### src/rtl/mac_seq.sv
// mac_seq -- two-stage (E, W) command sequencer for a multiply-accumulate
// datapath. Commands are accepted on a valid/ready handshake, decoded in the
// E stage into multiplier-array controls, and in the W stage into final-adder
// and MR-register write controls. SAT holds the W stage for two cycles:
// SAT1 evaluates and SAT2 writes back the saturated value.
//
// Ports
//   clk, rst_n      clock; asynchronous active-low reset
//   cmd_vld/rdy     command handshake (accept when both are high)
//   cmd_op[2:0]     000 NOP, 001 MPY, 010 MAC, 011 MSB, 100 CLR, 101 SAT,
//                   11x reserved (treated as NOP)
//   cmd_tag[3:0]    opaque tag, returned on done_tag
//   hold            stall: freezes the stages and the FSM, masks the enables
//   mv_in           adder overflow, valid while an op is in W
//   mv_clr          software clear of the sticky overflow flag
//   arr_en/arr_sub  E-stage array enable / product negate
//   arr_mrsel[1:0]  MR feedback select: 00 zero, 01 MR reg, 10 forwarded W
//   add_en, mr_we   W-stage adder enable / MR write enable
//   mr_sat          select the saturated value on the MR write path
//   mv              sticky overflow flag
//   done_vld/tag    one-cycle completion pulse and its tag
//   busy            a stage is occupied or the FSM is not IDLE
module mac_seq (
  input  logic       clk,
  input  logic       rst_n,
  input  logic       cmd_vld,
  output logic       cmd_rdy,
  input  logic [2:0] cmd_op,
  input  logic [3:0] cmd_tag,
  input  logic       hold,
  input  logic       mv_in,
  input  logic       mv_clr,
  output logic       arr_en,
  output logic       arr_sub,
  output logic [1:0] arr_mrsel,
  output logic       add_en,
  output logic       mr_we,
  output logic       mr_sat,
  output logic       mv,
  output logic       done_vld,
  output logic [3:0] done_tag,
  output logic       busy
);

  typedef enum logic [2:0] {
    OP_NOP = 3'b000,
    OP_MPY = 3'b001,
    OP_MAC = 3'b010,
    OP_MSB = 3'b011,
    OP_CLR = 3'b100,
    OP_SAT = 3'b101
  } op_t;

  typedef enum logic [1:0] {
    S_IDLE = 2'd0,
    S_RUN  = 2'd1,
    S_SAT1 = 2'd2,
    S_SAT2 = 2'd3
  } state_t;

  state_t     state, state_nxt;
  logic       e_vld, w_vld;
  op_t        e_op, w_op;
  logic [3:0] e_tag, w_tag;
  op_t        cmd_op_n;
  logic       accept, advance, sat_in_flight;
  logic       e_arith, w_arith, w_mr_op;
  logic       mv_set, mv_reset;

  // Reserved opcodes collapse to NOP before they enter the pipeline, so the
  // stage decoders only ever see legal values.
  assign cmd_op_n = (cmd_op[2:1] == 2'b11) ? OP_NOP : op_t'(cmd_op);

  assign sat_in_flight = (e_vld && e_op == OP_SAT) || (w_vld && w_op == OP_SAT);

  // Gated with rst_n so ready is low for the whole reset window and rises in
  // the first cycle after release.
  assign cmd_rdy = rst_n && !hold && !sat_in_flight &&
                   (state == S_IDLE || state == S_RUN);
  assign accept  = cmd_vld && cmd_rdy;

  // W is pinned during SAT1; in SAT2 the SAT leaves W and the (empty) E stage
  // moves up behind it.
  assign advance = !hold && (state != S_SAT1);

  // NOTE: state registers use non-blocking assignments so every flop samples
  // the pre-edge values, regardless of the order the blocks are evaluated in.
  always_ff @(posedge clk or negedge rst_n) begin
    if (!rst_n) begin
      // NOTE: only control state is reset here; there is no storage array in
      // this block, so every flop can be cleared cheaply and deterministically.
      e_vld <= 1'b0;
      e_op  <= OP_NOP;
      e_tag <= '0;
      w_vld <= 1'b0;
      w_op  <= OP_NOP;
      w_tag <= '0;
    end else if (advance) begin
      w_vld <= e_vld;
      w_op  <= e_op;
      w_tag <= e_tag;
      e_vld <= accept;
      e_op  <= accept ? cmd_op_n : OP_NOP;
      e_tag <= accept ? cmd_tag  : 4'd0;
    end
  end

  always_ff @(posedge clk or negedge rst_n) begin
    if (!rst_n) state <= S_IDLE;
    else        state <= state_nxt;
  end

  // NOTE: state_nxt gets a default before the case so no path leaves it
  // unassigned, which would otherwise infer a latch.
  always_comb begin
    state_nxt = state;
    if (!hold) begin
      unique case (state)
        S_IDLE: if (accept) state_nxt = S_RUN;
        S_RUN: begin
          if (e_vld && e_op == OP_SAT)         state_nxt = S_SAT1;
          else if (!e_vld && !w_vld && !accept) state_nxt = S_IDLE;
        end
        S_SAT1: state_nxt = S_SAT2;
        // The SAT leaves W at the end of SAT2, so only E can still be occupied.
        S_SAT2: state_nxt = e_vld ? S_RUN : S_IDLE;
        default: state_nxt = S_IDLE;
      endcase
    end
  end

  assign e_arith = e_vld && (e_op == OP_MPY || e_op == OP_MAC || e_op == OP_MSB);
  assign w_arith = w_vld && (w_op == OP_MPY || w_op == OP_MAC || w_op == OP_MSB);
  // Ops whose W-stage result lands in MR and can therefore be forwarded.
  assign w_mr_op = w_arith || (w_vld && w_op == OP_CLR);

  // E-stage decode: stage registers and hold only, never cmd_*.
  assign arr_en  = !hold && e_arith;
  assign arr_sub = e_vld && e_op == OP_MSB;
  always_comb begin
    arr_mrsel = 2'b00;
    if (e_vld && (e_op == OP_MAC || e_op == OP_MSB))
      arr_mrsel = w_mr_op ? 2'b10 : 2'b01;
  end

  // W-stage decode.
  assign add_en   = !hold && w_arith;
  assign mr_sat   = !hold && w_vld && w_op == OP_SAT && state == S_SAT2;
  assign mr_we    = !hold && (w_mr_op || mr_sat);
  assign done_vld = !hold && w_vld && (w_op != OP_SAT || state == S_SAT2);
  assign done_tag = done_vld ? w_tag : 4'd0;
  assign busy     = e_vld || w_vld || (state != S_IDLE);

  // Sticky overflow: set has priority over either clear source.
  assign mv_set   = !hold && w_arith && mv_in;
  assign mv_reset = mv_clr || (!hold && w_vld && w_op == OP_CLR);

  always_ff @(posedge clk or negedge rst_n) begin
    if (!rst_n)        mv <= 1'b0;
    else if (mv_set)   mv <= 1'b1;
    else if (mv_reset) mv <= 1'b0;
  end

endmodule

### config.mk
export PLATFORM = sky130hd
export DESIGN_NAME = mac_seq
export DESIGN_NICKNAME = d
export VERILOG_FILES = /design/src/rtl/mac_seq.sv
export SDC_FILE = /design/constraint.sdc
export NUM_CORES = 1
export LEC_CHECK = 0
export CORE_MARGIN = 4
export CORE_UTILIZATION = 46
export DETAILED_ROUTE_END_ITERATION = 12
export PLACE_DENSITY = 0.77
export REMOVE_ABC_BUFFERS = 1
export SLEW_MARGIN = 0
export SYNTH_ARGS = -nofsm -noshare
export SYNTH_HDL_FRONTEND = slang
export SYNTH_SLANG_ARGS = --single-unit
### constraint.sdc
create_clock -name clk -period 2.2 [get_ports clk]
set_clock_uncertainty 0.15 [all_clocks]
set_input_delay 0.66 -clock clk [delete_from_list [all_inputs] [get_ports clk]]
set_output_delay 0.66 -clock clk [all_outputs]
set_load 0.005 [all_outputs]
# [Word level (Yosys, flattened, before mapping)]
# Cells that the tools add are included.
[word_totals] ff_bits=19 inputBits=13 output_inout_bits=15 wordCells=84
[op_classes] n_eq_ne=17 n_mux=13 bitwise=1 n_reduce_logical=45
[op_table] op="$logic_and A1 B1 Y1" count=23
[op_table] op="$logic_or A1 B1 Y1" count=13
[op_table] op="$eq A3 B2 Y1 const B" count=4
[op_table] op="$mux W2" count=5
[op_table] op="$eq A3 B3 Y1 const B" count=3
[op_table] op="$mux W4" count=2
[op_table] op="$pmux W2 S4" count=1
[op_table] op="$eq A2 B2 Y1 const B" count=3
[op_table] op="$eq A3 B1 Y1 const B" count=2
[op_table] op="$mux W3" count=2
[op_table] op="$logic_not A1 Y1" count=5
[op_table] op="$ne A2 B2 Y1 const B" count=2
[op_table] op="$reduce_bool A2 Y1" count=2
[op_table] op="$mux W1" count=3
[op_table] op="$ne A3 B1 Y1 const B" count=1
[op_table] op="$ne A3 B3 Y1 const B" count=1
[op_table] op="$reduce_and A3 Y1" count=1
[op_table] op="$eq A2 B1 Y1 const B" count=1
[op_table] op="$logic_not A2 Y1" count=1
[op_table] op="$not A1 Y1" count=1

# [Logic depth before layout (Yosys ltp)]
[logic_depth] depth_word=12 mapped_depth=5 mapped_depth_nobuf=3

# [Least setup slack after synthesis]
# No wires, ideal clock.
[synth_timing] path_kind="input-to-output" start="in hold" end="out done_tag[0]" arrival_ns=1.490 t_required_ns=1.390 slack_ns=-0.100 path_stages=4 n_path_buf=1 cell_sequence="clkbuf_2 nand2b_1 a41oi_1 and2_1"
[synth_via] elab_chain_len=4
[synth_rtl] item="from (decl)" line="30" text="input logic hold,"
[synth_rtl] item="$logic_not A1 Y1" line="150" text="assign done_vld = !hold && w_vld && (w_op != OP_SAT || state == S_SAT2);"
[synth_rtl] item="$logic_and A1 B1 Y1 (2 in series)" line="150"
[synth_rtl] item="via done_vld" line="40" text="output logic done_vld,"
[synth_rtl] item="$mux W4" line="151" text="assign done_tag = done_vld ? w_tag : 4'd0;"
[synth_rtl] item="to (decl)" line="41" text="output logic [3:0] done_tag,"
# The timed path passes the listed nets, and every way through them passes these cells.

# [Final worst setup path]
[layout_timing] start="reg w_vld" end="out done_tag[1]"
[layout_via] elab_chain_len=3
[layout_rtl] item="from (decl)" line="62" text="logic e_vld, w_vld;"
[layout_rtl] item="from (signal assigned)" line="99" text="w_vld <= e_vld;"
[layout_rtl] item="$logic_and A1 B1 Y1 (2 in series)" line="150"
[layout_rtl] item="$mux W4" line="151"
# No other way between the ends.

==> flow_metrics.tcl <==
set metrics [dict create \
    detailroute.wirelength.met2_mm 1.604 \
    period_minus_slack_ns 2.344 \
    cellLeakagePower_nw 0.8454 \
    critical_path.cell_chain "buf_6, nand2b_4, a41oi_4, buf_6, and2_4, buf_6" \
    sequential_fraction_of_the_synthesis_area_pct 47.26 \
    synth_top_area_share_pct 47.26 \
    tritoncts "done" \
    timing.max_slew.rel_slack_pct 82.43 \
    status "finished, violations left" \
    htree_levels 1 \
    dr_total_vias 963 \
    yosysWarnings 0 \
    antenna_found_initial 0 \
    max-cap-violations 0 \
    power_density_nw_per_um2 529.2 \
    syn_avg_cell_area_um2 10.82 \
    port_buffers 27 \
    timing.critical_path.mode_cell "sky130_fd_sc_hd__buf_6" \
    initialDrtViolationCount 17 \
    floorplan.die_area_um2 2999 \
    drt_wl_total_mm 2.986 \
    cellInternalPower_mw 0.6144 \
    route.detailed.vias_per_inst 5.320 \
    final.setup.worst_slack_ns -0.1441 \
    insertion_delay_ns 0.32 \
    drc_errors 0 \
    drive_above_1_share_pct 55.19 \
    critPathLaunchType "flip-flop" \
    die_height_um 54.77 \
    mappedNetlistArea_um2 1006 \
    syn2layout_area_growth_pct 63.81 \
    postSynth.asyncResetShare_pct 100.0 \
    rsz0062_at_grt "yes" \
    cts-hold-fix-buffers 0 \
    power.switching_mw 0.2576 \
    met3_length_um 144 \
    gp_congestion 0.8028 \
    globalRouteOverflowTotal 0 \
    grt_max_degree 21 \
    synth_ff_type "sky130_fd_sc_hd__dfrtp_1" \
    crit_path_capture_type "primary output" \
    timing.final.setup_violations 11 \
    global_route.usage.total_pct 22.74 \
    final_cell_count_without_fillers 181 \
    core.rowCount 16 \
    final_net_count 168 \
    post_layout_power_mw 0.8721 \
    first_global_vias 936 \
    postLayoutCoreUtil_pct 81.50 \
    cts.root.buffer_cell "sky130_fd_sc_hd__clkbuf_4" \
    tritoncts_num_sinks 19 \
    timing.final.crit_share_pct 106.5 \
    power_frac_clock_pct 22.2 \
    timing.critical_path.required_ns 1.39 \
    sequential_power_share_pct 46.2 \
    combinationalPowerShare_pct 31.6 \
    drt_pre_antenna_iters 4 \
    netlist_instances 93 \
    finalHoldViolCount 0 \
    post_synth_main_area_contributors "sky130_fd_sc_hd__dfrtp_1 47%, sky130_fd_sc_hd__mux2_2 9.0%, sky130_fd_sc_hd__a22o_2 3.0%" \
    floorplan.die.width_um 54.77 \
    synth_enable_flop_cells 0 \
    cts_inserted_buffers 3 \
    worst_hold_path_type "in -> async" \
    crit-reg2reg-launch "e_op[2]" \
    initial_core_util_pct 49.75 \
    dp_hpwl_mm 1.760 \
    postPlaceCellArea_um2 1434 \
    routed_antenna_nets 0 \
    final_design_area_no_fill_um2 1648 \
    setup.worst_path.class "reg -> out" \
    antenna_cells 0 \
    power_switching_share_pct 29.54 \
    max_slew.worst_pin.slew_ns 0.2600 \
    worst_ir_drop_vdd_uv 399.5 \
    yosys.cell_types.count 35 \
    cts_max_path_buffers 2 \
    synthDominantAreaCellType "sky130_fd_sc_hd__dfrtp_1" \
    r2r_setup_slack_ns 0.50 \
    failed_checks "setup timing" \
    io_pins 28 \
    maximum_clock_frequency_mhz 426.6 \
    worst_path_max_fanout 4 \
    synth.ff_latch_count 19 \
    wl_met1_mm 1.182 \
    worstRegToRegCells 5 \
    totalNegativeSetupSlack_ns -0.8967 \
    critPathSlowestCell "sky130_fd_sc_hd__dfrtp_1" \
    slew_violations 0 \
    grt_first_pass_wirelength_mm 4.567 \
    critPathMaxStageDelay_ns 0.44 \
    placedCellCount 161 \
    route.top_layer_used "met4" \
    timing.rr.end "e_op[1]" \
    clk_transition_reported_paths_ns 0.13 \
    avgRoutedWirePerCell_um 16.50 \
    floorplan.core_area_um2 2022 \
    worstPathArrival_ns 1.53 \
]
## metrics by stage
| step | hold slack, ns | setup WS (ns) |
|---|---|---|
| detailed placement | 0.3386 | -0.8454 |
| floorplan | 0.2144 | 0.05551 |
| global route | 0.2757 | -0.2159 |
| global placement | 0.3317 | -0.8163 |
| CTS | 0.2977 | -0.1418 |
| finish | 0.2786 | -0.1441 |
## routing by layer
| layer | global-route usage [%] | up-vias |
|---|---|---|
| met5 | 0 | - |
| li1 | - | 460 |
| met4 | 12.86 | 0 |
| met1 | 25.38 | 472 |
| met3 | 5.722 | 4 |
| met2 | 38.78 | 27 |
## worst max path at each step
stage	startpoint	end	slack, ns	depth (start not counted)
floorplan	hold	done_tag[0]	0.06	3
global placement	hold	done_tag[0]	-0.82	6
detailed placement	hold	done_tag[0]	-0.85	6
CTS	w_op[1]	done_tag[1]	-0.14	7
global route	w_vld	done_tag[1]	-0.22	6
finish	w_vld	done_tag[1]	-0.14	6
## cells in the mapped netlist, drive strengths merged, types with 3 or more instances
library cell  instances
a21o                  3
a22o                  4
a32o                  3
and2                  4
buf                   5
dfrtp                19
inv                   7
mux2                  8
nand2                 5
nand3b                3
nor2                  3
nor2b                 3
nor3                  5
o21ai                 4
## sequential cells by signal, indices dropped and copies added (netlist names), named ones only
register,flops
w_op,3
e_vld,1
mv,1
w_tag,4
w_vld,1
e_tag,4
state,1
e_op,3
## critical path, delay by kind of cell, from the launching register on
kind | cells | cell delay [ns]
compound gates | 1 | 0.23
simple gates | 2 | 0.19
buf+inv | 3 | 0.36
flops | 1 | 0.44
## cell families after synthesis
kind of cell,count (synthesis),synth area share (%)
DFF,19,47.26
AOI/OAI and AO/OA,20,15.92
muxes,8,8.956
and+or+nand+nor,33,21.39
buffers and inverters,13,6.467
## power groups by stage
stage                     clock network [mW]  registers, mW  logic, mW
after floorplan                            0          0.410     0.0751
after global placement                     0          0.407      0.194
after detailed placement                   0          0.409      0.201
after CTS                              0.190          0.399      0.244
after global routing                   0.218          0.405      0.296
final                                  0.194          0.403      0.275
## layout by cell type, fill, tap and decap left out, types with 2 or more instances in the layout
cell,n
sky130_fd_sc_hd__clkdlybuf4s50_1,11
sky130_fd_sc_hd__a21o_1,2
sky130_fd_sc_hd__a22o_2,3
sky130_fd_sc_hd__clkbuf_4,3
sky130_fd_sc_hd__nor2b_1,2
sky130_fd_sc_hd__o21ai_1,2
sky130_fd_sc_hd__nand2_2,2
sky130_fd_sc_hd__mux2_2,8
sky130_fd_sc_hd__nand3b_1,3
sky130_fd_sc_hd__dfrtp_2,3
sky130_fd_sc_hd__nor3_1,2
sky130_fd_sc_hd__nor3_2,3
sky130_fd_sc_hd__buf_4,25
sky130_fd_sc_hd__nand2_1,3
sky130_fd_sc_hd__dfrtp_1,16
sky130_fd_sc_hd__a32o_1,3
sky130_fd_sc_hd__dlygate4sd2_1,3
sky130_fd_sc_hd__buf_6,12
sky130_fd_sc_hd__and2_1,3
sky130_fd_sc_hd__nor2_1,2
sky130_fd_sc_hd__o21ai_0,2
sky130_fd_sc_hd__inv_1,6
sky130_fd_sc_hd__buf_2,10
## what timing repair did
item,in CTS,in global routing
resized for setup,76,13
endpoints found under the setup margin,14,14
cloned,0,0
pin swaps,10,8
buffers inserted,14,4
## cell type report
type / count / area, um^2
repair buffers: 63 / 534.3
multi-input cells: 61 / 544.3
inverters: 7 / 26.28
fillers: 109 / 374.1
flip-flops and latches: 19 / 479.2
clock buffers: 3 / 22.52
clock inverters: 1 / 7.507
well taps: 27 / 33.78
(Power assumes the default switching activity.)
